### config.mk
export PLATFORM = sky130hd
export DESIGN_NAME = heavyhash_mat_ctrl_flat
export DESIGN_NICKNAME = d
export VERILOG_FILES = /design/src/rtl/heavyhash_mat_ctrl_if.sv /design/src/rtl/heavyhash_mat_ctrl.sv /design/src/flat_wrapper.sv
export SDC_FILE = /design/constraint.sdc
export NUM_CORES = 1
export LEC_CHECK = 0
export ABC_AREA = 1
export BUFFER_PORTS_ARGS = -buffer_cell sky130_fd_sc_hd__buf_2
export CORE_AREA = 4 4 93 95
export DETAILED_ROUTE_END_ITERATION = 10
export DIE_AREA = 0 0 97 99
export GPL_TIMING_DRIVEN = 1
export PLACE_DENSITY = 0.79
export SYNTH_ARGS = -nofsm -noshare
export SYNTH_HDL_FRONTEND = slang
export SYNTH_SLANG_ARGS = --single-unit
### constraint.sdc
create_clock -name clk -period 2.2 [get_ports clk]
set_clock_uncertainty 0.15 [all_clocks]
set_input_delay 0.11 -clock clk [delete_from_list [all_inputs] [get_ports clk]]
set_output_delay 0.11 -clock clk [all_outputs]
set_load 0.01 [all_outputs]
### src/rtl/heavyhash_mat_ctrl_if.sv
// Handshake bundle between the heavyhash matrix controller and its FIFOs, column RAMs and PEs.
// The master side is the controller; the slave side is the surrounding datapath.
interface heavyhash_mat_ctrl_if #(
    parameter int N_COLS    = 64,
    parameter int N_ROWS    = 64,
    parameter int OUT_WORDS = 4
) ();
    localparam int ROW_W = (N_ROWS > 1) ? $clog2(N_ROWS) : 1;
    localparam int OUT_W = (OUT_WORDS > 1) ? $clog2(OUT_WORDS) : 1;

    logic              m_empty;
    logic              m_re;
    logic              m_ram_we;
    logic [N_COLS-1:0] en_column;
    logic [ROW_W-1:0]  ram_addr;
    logic              hashin_empty;
    logic              hashin_re;
    logic              PE_en;
    logic              PE_clr;
    logic              PE_last;
    logic              out_full;
    logic              hashout_we;
    logic [OUT_W-1:0]  out_sel;
    logic              matrix_valid;
    logic              busy;
    logic [31:0]       hash_count;

    modport master (
        input  m_empty, hashin_empty, out_full,
        output m_re, m_ram_we, en_column, ram_addr, hashin_re, PE_en, PE_clr, PE_last,
               hashout_we, out_sel, matrix_valid, busy, hash_count
    );

    modport slave (
        output m_empty, hashin_empty, out_full,
        input  m_re, m_ram_we, en_column, ram_addr, hashin_re, PE_en, PE_clr, PE_last,
               hashout_we, out_sel, matrix_valid, busy, hash_count
    );
endinterface

### src/rtl/heavyhash_mat_ctrl.sv
// Control FSM for the heavyhash matrix multiplier: matrix load, per-hash multiply beats,
// PE strobe alignment to RAM read latency, and result drain.
module heavyhash_mat_ctrl #(
    parameter int N_COLS    = 64,
    parameter int N_ROWS    = 64,
    parameter int OUT_WORDS = 4,
    parameter int RD_LAT    = 2
) (
    input logic                  clk,
    input logic                  rst,
    heavyhash_mat_ctrl_if.master bus
);
    localparam int COL_W = (N_COLS > 1) ? $clog2(N_COLS) : 1;
    localparam int ROW_W = (N_ROWS > 1) ? $clog2(N_ROWS) : 1;
    localparam int OUT_W = (OUT_WORDS > 1) ? $clog2(OUT_WORDS) : 1;
    localparam int FL_W  = (RD_LAT > 1) ? $clog2(RD_LAT) : 1;

    localparam logic [ROW_W-1:0]  ROW_LAST = ROW_W'(N_ROWS - 1);
    localparam logic [COL_W-1:0]  COL_LAST = COL_W'(N_COLS - 1);
    localparam logic [OUT_W-1:0]  OUT_LAST = OUT_W'(OUT_WORDS - 1);
    localparam logic [FL_W-1:0]   FL_LAST  = FL_W'(RD_LAT - 1);
    localparam logic [N_COLS-1:0] COL_ONE  = N_COLS'(1);

    typedef enum logic [2:0] {IDLE, M_LOAD, MULT, FLUSH, DRAIN} state_t;

    state_t            state;
    logic [ROW_W-1:0]  row;
    logic [COL_W-1:0]  col;
    logic [ROW_W-1:0]  beat;
    logic [OUT_W-1:0]  word;
    logic [FL_W-1:0]   flush_cnt;
    logic              mat_valid;
    logic [31:0]       hashes;
    logic [RD_LAT-1:0] vld_dl;
    logic [RD_LAT-1:0] last_dl;

    logic load_beat;
    logic mult_beat;
    logic drain_beat;

    assign load_beat  = (state == M_LOAD) && !bus.m_empty;
    assign mult_beat  = (state == MULT) && !bus.hashin_empty;
    assign drain_beat = (state == DRAIN) && !bus.out_full;

    always_comb begin
        bus.m_re       = load_beat;
        bus.m_ram_we   = load_beat;
        bus.hashin_re  = mult_beat;
        bus.hashout_we = drain_beat;
        bus.PE_clr     = (state == IDLE);
        bus.busy       = (state != IDLE);
        bus.en_column  = '0;
        bus.ram_addr   = '0;
        bus.out_sel    = '0;
        case (state)
            M_LOAD: begin
                bus.ram_addr = row;
                if (load_beat) bus.en_column = COL_ONE << col;
            end
            MULT: begin
                bus.ram_addr = beat;
                if (mult_beat) bus.en_column = '1;
            end
            DRAIN:   bus.out_sel = word;
            default: ;
        endcase
    end

    // PE strobes are the tail of a shift line so they land with the RAM data.
    assign bus.PE_en        = vld_dl[RD_LAT-1];
    assign bus.PE_last      = last_dl[RD_LAT-1];
    assign bus.matrix_valid = mat_valid;
    assign bus.hash_count   = hashes;

    always_ff @(posedge clk or posedge rst) begin
        if (rst) begin
            state     <= IDLE;
            row       <= '0;
            col       <= '0;
            beat      <= '0;
            word      <= '0;
            flush_cnt <= '0;
            mat_valid <= 1'b0;
            hashes    <= '0;
            vld_dl    <= '0;
            last_dl   <= '0;
        end else begin
            vld_dl  <= (vld_dl << 1) | RD_LAT'(mult_beat);
            last_dl <= (last_dl << 1) | RD_LAT'(mult_beat && (beat == ROW_LAST));
            case (state)
                IDLE: begin
                    // A pending matrix always wins over a pending hash.
                    if (!bus.m_empty) begin
                        row       <= '0;
                        col       <= '0;
                        mat_valid <= 1'b0;
                        state     <= M_LOAD;
                    end else if (mat_valid && !bus.hashin_empty) begin
                        beat  <= '0;
                        state <= MULT;
                    end
                end
                M_LOAD: begin
                    if (load_beat) begin
                        if (row == ROW_LAST) begin
                            row <= '0;
                            if (col == COL_LAST) begin
                                mat_valid <= 1'b1;
                                state     <= IDLE;
                            end else begin
                                col <= col + 1'b1;
                            end
                        end else begin
                            row <= row + 1'b1;
                        end
                    end
                end
                MULT: begin
                    if (mult_beat) begin
                        if (beat == ROW_LAST) begin
                            flush_cnt <= '0;
                            state     <= FLUSH;
                        end else begin
                            beat <= beat + 1'b1;
                        end
                    end
                end
                FLUSH: begin
                    if (flush_cnt == FL_LAST) begin
                        word  <= '0;
                        state <= DRAIN;
                    end else begin
                        flush_cnt <= flush_cnt + 1'b1;
                    end
                end
                DRAIN: begin
                    if (drain_beat) begin
                        if (word == OUT_LAST) begin
                            hashes <= hashes + 32'd1;
                            state  <= IDLE;
                        end else begin
                            word <= word + 1'b1;
                        end
                    end
                end
                default: state <= IDLE;
            endcase
        end
    end
endmodule

### src/flat_wrapper.sv
// flat-port wrapper written by rule: the top's interface ports become plain ports
module heavyhash_mat_ctrl_flat 
#(
    parameter int N_COLS    = 64,
    parameter int N_ROWS    = 64,
    parameter int OUT_WORDS = 4,
    parameter int RD_LAT    = 2
)
  (clk, rst, bus_m_empty, bus_hashin_empty, bus_out_full, bus_m_re, bus_m_ram_we, bus_en_column, bus_ram_addr, bus_hashin_re, bus_PE_en, bus_PE_clr, bus_PE_last, bus_hashout_we, bus_out_sel, bus_matrix_valid, bus_busy, bus_hash_count);
  heavyhash_mat_ctrl_if #(.N_COLS(N_COLS), .N_ROWS(N_ROWS), .OUT_WORDS(OUT_WORDS)) bus_i ();
  input logic clk;
  input logic rst;
  input wire logic [$bits(bus_i.m_empty)-1:0] bus_m_empty;
  input wire logic [$bits(bus_i.hashin_empty)-1:0] bus_hashin_empty;
  input wire logic [$bits(bus_i.out_full)-1:0] bus_out_full;
  output wire logic [$bits(bus_i.m_re)-1:0] bus_m_re;
  output wire logic [$bits(bus_i.m_ram_we)-1:0] bus_m_ram_we;
  output wire logic [$bits(bus_i.en_column)-1:0] bus_en_column;
  output wire logic [$bits(bus_i.ram_addr)-1:0] bus_ram_addr;
  output wire logic [$bits(bus_i.hashin_re)-1:0] bus_hashin_re;
  output wire logic [$bits(bus_i.PE_en)-1:0] bus_PE_en;
  output wire logic [$bits(bus_i.PE_clr)-1:0] bus_PE_clr;
  output wire logic [$bits(bus_i.PE_last)-1:0] bus_PE_last;
  output wire logic [$bits(bus_i.hashout_we)-1:0] bus_hashout_we;
  output wire logic [$bits(bus_i.out_sel)-1:0] bus_out_sel;
  output wire logic [$bits(bus_i.matrix_valid)-1:0] bus_matrix_valid;
  output wire logic [$bits(bus_i.busy)-1:0] bus_busy;
  output wire logic [$bits(bus_i.hash_count)-1:0] bus_hash_count;
  assign bus_i.m_empty = bus_m_empty;
  assign bus_i.hashin_empty = bus_hashin_empty;
  assign bus_i.out_full = bus_out_full;
  assign bus_m_re = bus_i.m_re;
  assign bus_m_ram_we = bus_i.m_ram_we;
  assign bus_en_column = bus_i.en_column;
  assign bus_ram_addr = bus_i.ram_addr;
  assign bus_hashin_re = bus_i.hashin_re;
  assign bus_PE_en = bus_i.PE_en;
  assign bus_PE_clr = bus_i.PE_clr;
  assign bus_PE_last = bus_i.PE_last;
  assign bus_hashout_we = bus_i.hashout_we;
  assign bus_out_sel = bus_i.out_sel;
  assign bus_matrix_valid = bus_i.matrix_valid;
  assign bus_busy = bus_i.busy;
  assign bus_hash_count = bus_i.hash_count;
  heavyhash_mat_ctrl #(.N_COLS(N_COLS), .N_ROWS(N_ROWS), .OUT_WORDS(OUT_WORDS), .RD_LAT(RD_LAT)) u_core (.clk(clk), .rst(rst), .bus(bus_i));
endmodule
* Word-level counts from Yosys, hierarchy flattened
Index checks and enable logic that the tools add are counted.
** Word-level totals
- Output and inout bits :: 113
- Register bits :: 61
- Bits of input ports :: 5
** Operators by class
- Reduce and logical (&&, ||, !) cells :: 22
- Shift operators :: 1
- Multiplexer cells :: 42
- Equal/unequal tests :: 23
- Add/subtract/negate cells :: 6
- Bitwise gates (word level) :: 2
** Operators with widths (count)
- $mux W64 :: 2
- $pmux W64 S2 :: 1
- $shl A1 B6 Y64 const A :: 1
- $mux W6 :: 10
- $pmux W6 S2 :: 4
- $add A32 B1 Y32 const B :: 1
- $mux W3 :: 10
- $ne A2 B2 Y1 const B :: 11
- $add A6 B1 Y6 const B :: 3
- $eq A6 B6 Y1 const B :: 3
- $pmux W3 S5 :: 1
- $reduce_and A5 Y1 :: 3
- $reduce_and A3 Y1 :: 3
- $reduce_and A9 Y1 :: 1
- $mux W2 :: 4
- $reduce_bool A2 Y1 :: 4
- $mux W1 :: 7
- $eq A3 B2 Y1 const B :: 2
- $ne A2 B1 Y1 const B :: 3
- $logic_and A1 B1 Y1 :: 5
- $or A2 B1 Y2 :: 2
- $pmux W1 S2 :: 2
- $pmux W2 S2 :: 1
- $reduce_and A4 Y1 :: 1
- other kinds (9) :: 11

* Depth between registers and ports, before layout
Gate-level depths: netlist of the first run.
- Depth after elaboration :: 5
- Depth in mapped cells :: 10
- Gate-level depth less buffers :: 10

* Least setup slack after synthesis of the first run
No wires, ideal clock.
- Path kind :: reg2out
- Start :: register u_core.state[2]
- End :: output bus_en_column[10]
- Stages on the path, launching flop included :: 8
- Arrival time :: 1.478 ns
- Slack :: 0.462 ns
- Buffers on the path :: 2
- Cells stage by stage :: dfrtp_1 -> nor3_4 -> inv_2 -> nor2_2 -> inv_2 -> buf_2 -> buf_2 -> o21ai_1
** Between the ends
- Longest elaborated chain between the ends :: 4
** Ends and longest elaborated chain
- start, declared :: RTL line heavyhash_mat_ctrl.sv:26 : state_t state;
- start signal, assigned :: RTL line heavyhash_mat_ctrl.sv:77 : state <= IDLE;
- start signal, assigned :: RTL line heavyhash_mat_ctrl.sv:97 : state <= M_LOAD;
- start signal, assigned :: RTL line heavyhash_mat_ctrl.sv:100 : state <= MULT;
- $eq A3 B2 Y1 :: RTL line heavyhash_mat_ctrl.sv:42 : assign mult_beat = (state == MULT) && !bus.hashin_empty;
- $logic_and A1 B1 Y1 :: RTL line heavyhash_mat_ctrl.sv:42
- named net bus_hashin_re :: RTL line flat_wrapper.sv:20 : output wire logic [$bits(bus_i.hashin_re)-1:0] bus_hashin_re;
- $mux W64 :: RTL line heavyhash_mat_ctrl.sv:62 : if (mult_beat) bus.en_column = '1;
- $pmux W64 S2 :: RTL line heavyhash_mat_ctrl.sv:55 : case (state)
- end, declared :: RTL line flat_wrapper.sv:18 : output wire logic [$bits(bus_i.en_column)-1:0] bus_en_column;
The timed path passes the listed nets, and every way through them passes these cells.

* Worst setup path after layout of the first run
- Start :: register u_core.state[2]
- End :: output bus_en_column[40]
** Between the ends
- Longest elaborated chain between the ends :: 4
** Ends and longest elaborated chain (RTL line)
- $eq A3 B2 Y1 or $eq A3 B1 Y1 (tied branches) :: heavyhash_mat_ctrl.sv:42, heavyhash_mat_ctrl.sv:55, heavyhash_mat_ctrl.sv:41
- $logic_and A1 B1 Y1, on equally long branches :: heavyhash_mat_ctrl.sv:42, heavyhash_mat_ctrl.sv:41
- $mux W64, on equally long branches :: heavyhash_mat_ctrl.sv:62, heavyhash_mat_ctrl.sv:58
- $pmux W64 S2 * :: heavyhash_mat_ctrl.sv:55
Every way passes the cells marked *; elsewhere a longest branch is shown, timed or not.

==> out/results.txt, run 1 <==
The run finished with clean final reports. Synthesis inferred 61 register bits. The combinational share of power came out at 0.388. In this run the worst setup path terminates at bus_en_column[40]. The share of cells above drive strength 1 is 0.262. Setup violations remaining at the end of the flow were counted as 0.

Clock tree synthesis inserted a total of 9 buffers. Cell taking the most area after synthesis: dfrtp_1. The prevailing post-synth register cell was dfrtp_1.

At the worst endpoint, the arrival time is 1.84 ns. The run gives 0 as the final number of max-transition violations. The worst path meets setup with 0.0970 ns of slack.

Counting cells, the worst reg-to-reg path comes to 9. The clock input transition at the sequential cells of the worst setup and hold paths is 0.07 ns, and the number of antenna violations at the first check in global routing is 0. The fraction of the mapped netlist area in adder cells was 0.0313.

The worst setup path is launched from a register. In the layout the commonest cells are nand2_1 (148), buf_2 (117), o21ai_1 (60). The detailed-placement wirelength estimate is 7490 um.

The cell chosen for the clock root was clkbuf_8. Clock latency on the worst-skew pair, taken at its later pin, is 0.33 ns. CTS saw 61 sinks.

The critical path in this run is classified as reg2out. The routed length on met1 came out at 4410 um. The share of the synthesized area in the top cell type is 0.382, and the global-route wire length before repair is 17000 um. The number of inserted filler cells in the final layout is 677, and the register area share after synthesis is 0.382.

Fraction of synthesis flops using an asynchronous set or reset pin: 1.00. The logs give 35 for the count of cell types in the netlist and 561 for the number of instances in the synthesized netlist. The die covers 9600 um2.

The endpoint identified for the worst register-to-register timing path is u_core.bus.hash_count[23]. At the worst endpoint, the required time is 1.94 ns. Top-level port count: 118.

The deepest clock path buffer count was 2; the final design instance area without fill was 5020 um2. Routability-driven placement finished with a final weighted congestion of 0.891. Measured along the x axis, the die boundary spans 97 um. Most frequent standard cell in the layout excluding fill and tap cells: nand2_1. The XOR/XNOR share of the synthesized area was 0.0483. The logs give 4670 um2 for the instance area after placement and 3990 um2 for the cell area after technology mapping. Count of unresolved DRC violations after routing: 0. The post-synth net total was 576; the sum of overflow across all layers after global routing was 0. The repair_antennas step left the layout with diodes totalling 0. The run gives 700 um as the met3 routed wirelength. The highest metal layer with signal wires was met4.

The tightest hold path in the finished design has a slack of 0.0734 ns. During placement, the flow inserted port buffers numbering 117. The fraction of power spent switching nets was 0.386; the proportion of synthesized area in mux cells was 0. The setup check on the worst reg-to-reg path leaves a slack of 0.31 ns.

The routed design uses 4770 um of met2 wire. Max-cap violation count: 0. Before antenna repair, the detailed router went through 4 iterations. The internal portion of the total power is 2.50 mW.

The number of nets in the final layout is 698, and the final antenna-violating net count is 0. The overall track demand over capacity in global routing is 0.209, and the setup total negative slack is 0 ns. Row generation in the floorplan step produced 32 rows.

The final route contains 4119 vias. The relative max-transition margin is 0.622. The min-delay analysis places its worst path in the category in2reg.

The final critical-path share of the clock period came out at 0.956. The post-detailed-route wirelength per cell was 12.7 um; the worst slack at placement was 0.168 ns. The total power density per cell area works out to 811 nW/um2.

The number of synthesized flops with an enable pin was 0; the pin count of the biggest net entering global routing was 67. For this run, the number of Yosys warnings is 0. By area the synthesized netlist is led by dfrtp_1 (38%), nand2_1 (14%), o21ai_1 (7.3%).

The run gives 0.281 as the clock network fraction of total power. The region available for standard cell placement spans 7730 um2. In this run the worst path has a maximum fanout of 32.

IR analysis of the VDD net gives a maximum drop of 0.472 mV. After synthesis, the largest family of logic cells by area is simple AND/OR/NAND/NOR gates. The average via count per standard cell was 5.21.

The tools report the endpoint class of the critical path as an output port. Synthesized area per cell: 7.11 um2. The net switching power figure is 1.57 mW, and the simple-gate area share of the yosys netlist is 0.318. Relative to the synthesized area, the layout overhead comes to 25.9%. In this run the critical register-to-register path is launched from u_core.state[1]. The post-synthesis compound-gate area fraction was 0.129.

The vertical die dimension was 99 um; the clock period minus final worst setup slack was 2.10 ns. The number of global-route vias before repair came out at 3758. The wire length after detailed routing was 10000 um.

TritonCTS built the clock tree. The starting density of the core is 0.517, and the count of endpoints failing hold in the final timing report is 0. Sequential fraction of design power: 0.331. The transition time of the tightest slew-check pin is 0.566 ns.

The start point of the critical path is u_core.state[2]. For this block, the initial DRC count from the detailed router was 157. CTS built an H-tree with a depth of 3. Summed over all cells, the static leakage comes to 2.64 nW. For the maximum clock rate, the log shows 476 MHz.
## power by group through the flow
stage / clock (mW) / combinational, mW / sequential (mW)
floorplan: 0 / 1.02 / 1.35
global placement: 0 / 1.45 / 1.37
detailed placement: 0 / 1.48 / 1.37
CTS: 1.18 / 1.53 / 1.35
global route: 1.23 / 1.76 / 1.37
finish: 1.15 / 1.58 / 1.35
## layout make-up
| type | count | area [um2] | share of cell area |
|---|---|---|---|
| clock buffers | 11 | 151 | 0.0301 |
| clock inverters | 5 | 82.6 | 0.0164 |
| inverters | 63 | 246 | 0.0491 |
| multi-input cells | 413 | 2130 | 0.424 |
| flip-flops and latches | 61 | 1530 | 0.305 |
| well taps | 102 | 128 | 0.0254 |
| repair buffers | 135 | 757 | 0.151 |
## layer usage
metal,track usage,vias to the layer above
met4,0.0778,0
met1,0.259,1895
li1,-,2062
met5,0,-
met2,0.354,141
met3,0.0538,21
## critical path, stage by stage, from the launching register on
cell     delay (ns)
dfrtp_2        0.47
inv_4          0.09
nand3_4        0.10
inv_2          0.09
nand2_2        0.09
inv_4          0.10
nand2_1        0.09
buf_12         0.18
o21ai_1        0.14
buf_2          0.15
## cells in the mapped netlist (2+ instances only)
cell type and count:
nand2_4 2, dfrtp_1 61, buf_4 3, clkbuf_1 7, nor3b_1 2, o22ai_1 5
nor3_1 15, inv_1 55, o21ai_0 32, nor2_2 5, o21ai_1 58, xor2_1 17
nand3b_1 2, nand3_1 40, nand2_2 2, inv_2 6, nor2_4 4, ha_1 10
nor2_1 44, nand2_1 148, nand4_1 9, clkinv_1 2, xnor2_1 5, buf_2 13
a21oi_1 4
## flip-flops by register name, indices dropped and copies added, names as in the netlist
register,count
u_core.beat,6
u_core.bus.hash_count,32
u_core.bus.matrix_valid,1
u_core.col,6
u_core.flush_cnt,1
u_core.last_dl,2
u_core.row,6
u_core.state,3
u_core.vld_dl,2
u_core.word,2
## per-stage QoR
step / instances / utilization / total power, mW
2_1_floorplan: 561 / - / 2.37
3_3_place_gp: 766 / 0.604 / 2.82
3_5_place_dp: 766 / 0.604 / 2.85
4_1_cts: 787 / 0.641 / 4.05
5_1_grt: 790 / 0.650 / 4.36
6_report: 790 / 0.650 / 4.08
## cell families after synthesis
group	count (synthesis)
fa+ha+maj	10
compound gates	101
flops	61
simple gates	280
xor+xnor	22
buf+inv	87
## repair_timing
action                                 4_1_cts  5_1_grt
pin swaps                                    1        0
setup endpoints to repair                   64       64
buffers inserted                             2        3
hold buffers                                 3        0
gates resized for setup                      4       18
endpoints found under the hold margin       28        0
## worst min path at each step
| stage | end | cells past startpoint | from |
|---|---|---|---|
| 6_report | u_core.row[0] | 4 | bus_m_empty |
| 3_5_place_dp | u_core.bus.hash_count[18] | 2 | rst |
| 5_1_grt | u_core.row[0] | 4 | bus_m_empty |
| 3_3_place_gp | u_core.bus.hash_count[12] | 2 | rst |
| 2_1_floorplan | u_core.vld_dl[0] | 1 | bus_hashin_empty |
| 4_1_cts | u_core.row[0] | 4 | bus_m_empty |
Note: power is estimated with default switching activity, not from simulation.
==> run 2: changes to the inputs <==
--- a/config.mk
+++ b/config.mk
@@ -7,11 +7,14 @@
 export LEC_CHECK = 0
 export ABC_AREA = 1
 export BUFFER_PORTS_ARGS = -buffer_cell sky130_fd_sc_hd__buf_2
-export CORE_AREA = 4 4 93 95
+export CELL_PAD_IN_SITES_DETAIL_PLACEMENT = 1
+export CELL_PAD_IN_SITES_GLOBAL_PLACEMENT = 1
+export CORE_AREA = 4 4 109 111
+export CTS_CLUSTER_SIZE = 30
 export DETAILED_ROUTE_END_ITERATION = 10
-export DIE_AREA = 0 0 97 99
+export DIE_AREA = 0 0 113 115
 export GPL_TIMING_DRIVEN = 1
-export PLACE_DENSITY = 0.79
+export PLACE_DENSITY = 0.8
 export SYNTH_ARGS = -nofsm -noshare
 export SYNTH_HDL_FRONTEND = slang
 export SYNTH_SLANG_ARGS = --single-unit
==> run 2 against run 1 <==
Global-route usage fell by 1.3 points. Wire length increased by 26%. Maximum frequency down 1.5%. Combinational power up 8%. Sequential share of layout area down 0.50 points.
==> out/results.txt, run 2 (same netlist as run 1, synthesis figures left out) <==
The flow ran to the end, and the final reports show no timing, DRC or antenna violations. Highest net fanout along the worst path: 66. Cell chosen for the clock root: clkbuf_8. The tool flagged a number of max-cap violations equal to 0.

Violation count after the first detailed-route iteration: 180. The first TritonRoute pass finished after 4 iterations. After detailed routing, the number of vias per cell comes to 5.04. The wire length after detailed routing was 12700 um.

The slowest stage of the critical path belongs to the cell dfrtp_1. The final critical-path share of the clock period was 0.970. Counting I/O delays and the setup requirement, the final critical path takes 2.13 ns.

The core box area was 10800 um2. The tools report the weighted congestion reported at the end of routability-driven placement as 0.863. Across all layers, the routed design uses 4199 vias. By instance count, the cell type seen most on the critical path is inv_2. In the layout the commonest cells are nand2_1 (147), buf_2 (117), o21ai_1 (61).

The number of global-route vias before repair came out at 4416. The register with the most flip-flops in the layout has 32 of them. 0 antenna diodes ended up in the layout. Entering global routing, the biggest net connects 67 pins. The clock tree synthesis step divided the H-tree into 3 levels. The number of antenna violations at the first check in global routing is 0. The tools report the total clock buffers created by CTS as 9. The design draws 4.15 mW.

The quantity of I/O buffers inserted on ports is 117, and the overall track demand over capacity in global routing is 0.196. TritonCTS built the clock tree. The path class of the tightest hold or removal check is in2reg.

For the pin with the worst max-slew slack, the measured transition is 0.493 ns. The floorplan step set the die height to 115 um. The logs give 469 MHz for the maximum clock rate and 4710 um2 for the instance area after placement. After detailed routing, the number of remaining DRC violations is 0.

The die is 113 um wide. The worst setup path is of the reg2out kind. Walking the worst path, the cells encountered are inv_2 -> nor3_4 -> inv_2 -> nor2_4 -> inv_6 -> o21ai_1 -> buf_2. The area growth from synthesis to layout was 28.0%. After the last flow step, the layout net total stands at 703. The tools report the sum of overflow across all layers after global routing as 0. STA classifies the critical path endpoint as an output port. Clock tree synthesis found a total of 61 sinks. VDD sags by at most 0.487 mV. In this run the core area contains 38 standard-cell rows. The die covers 13000 um2.

The share of cells above drive strength 1 was 0.270; the insertion delay of the later-clocked pin in the worst-skew pair was 0.34 ns. The worst register-to-register path has a setup slack of 0.27 ns. Summed over all cells, the static leakage comes to 2.66 nW. In the final routed layout, each cell accounts on average for 15.2 um. Summing all non-filler instances in the final layout gives an area of 5110 um2. The tools report the arrival time at the worst endpoint as 1.87 ns.

For the relative max-transition margin, the log shows 0.671. The tools report the count of endpoints failing hold in the final timing report as 0. The most frequent standard cell in the layout excluding fill and tap cells was nand2_1. After clock tree synthesis, the clock-pin slew on the worst setup and hold paths is 0.07 ns. On the worst path, the slowest cell contributes a delay of 0.37 ns.

The first global-routing pass estimated 21200 um of wire. The nature of the critical path startpoint is a register. The final core area utilization was 0.473; the detailed-placement wirelength estimate was 9390 um. The endpoint required time on the critical path is 1.94 ns, and the top-level port count is 118.

The final number of max-transition violations was 0. The clock passes through at most 2 buffers. The tools report the final antenna-violating net count as 0. Dividing total power by cell area gives a power density of 813 nW/um2. Setup violations remaining at the end of the flow were counted as 0. Starting density of the core: 0.370.
[run 2: path summary, 6_finish.rpt]
check                                      start                   endpoint  depth (start not counted)
worst min register to register  u_core.vld_dl[0]           u_core.vld_dl[1]                          0
min in group asynchronous                    rst  u_core.bus.hash_count[30]                          3
worst max register to register   u_core.state[1]  u_core.bus.hash_count[24]                         10
worst min-delay path                 bus_m_empty            u_core.state[0]                          6
worst max-delay path             u_core.state[1]          bus_en_column[43]                          7
max in group asynchronous                    rst            u_core.state[0]                          4
[run 2: metrics by stage]
| step | hold slack, ns | cells | TNS [ns] | setup slack, ns |
|---|---|---|---|---|
| floorplan | 0.0565 | 561 | 0 | 0.427 |
| global placement | 0.0140 | 805 | 0 | 0.164 |
| detailed placement | 0.0190 | 805 | 0 | 0.0611 |
| CTS | 0.0407 | 828 | 0 | 0.0259 |
| global route | 0.102 | 833 | -0.0180 | -0.00756 |
| finish | 0.0690 | 833 | 0 | 0.0660 |
[run 2: cell type report]
class                      count  area [um2]
timing repair buffer         140         800
inverter                      63         253
tap                          140         175
sequential                    61        1530
clock inverter                 6        87.6
multi-input combinational    413        2140
fill                        1416        5680
clock buffer                  10         128
[run 2: routing by layer]
layer / wire (um) / global-route usage
met3: 672 / 0.0374
met4: 159 / 0.0593
met5: 0 / 0
met1: 5670 / 0.248
met2: 6180 / 0.341
[run 2: critical path: cells and delay by family (launching register included)]
family / cells / cell delay, ns
buffers and inverters: 4 / 0.50
AND/OR/NAND/NOR: 2 / 0.47
flip-flops: 1 / 0.37
AO/OA/AOI/OAI: 1 / 0.16
[run 2: what timing repair did]
item                                    4_1_cts  5_1_grt
gates cloned                                  0        1
hold endpoints to repair                     24        0
setup buffers                                 4        4
resized for setup                            10       18
hold buffers                                  3        0
pin swaps                                     1        1
endpoints found under the setup margin       64       64
[run 2: report_power, final]
| group | switching, mW | internal (mW) | total (mW) |
|---|---|---|---|
| clock network | 0.462 | 0.638 | 1.10 |
| logic | 1.09 | 0.610 | 1.70 |
| registers | 0.125 | 1.23 | 1.36 |
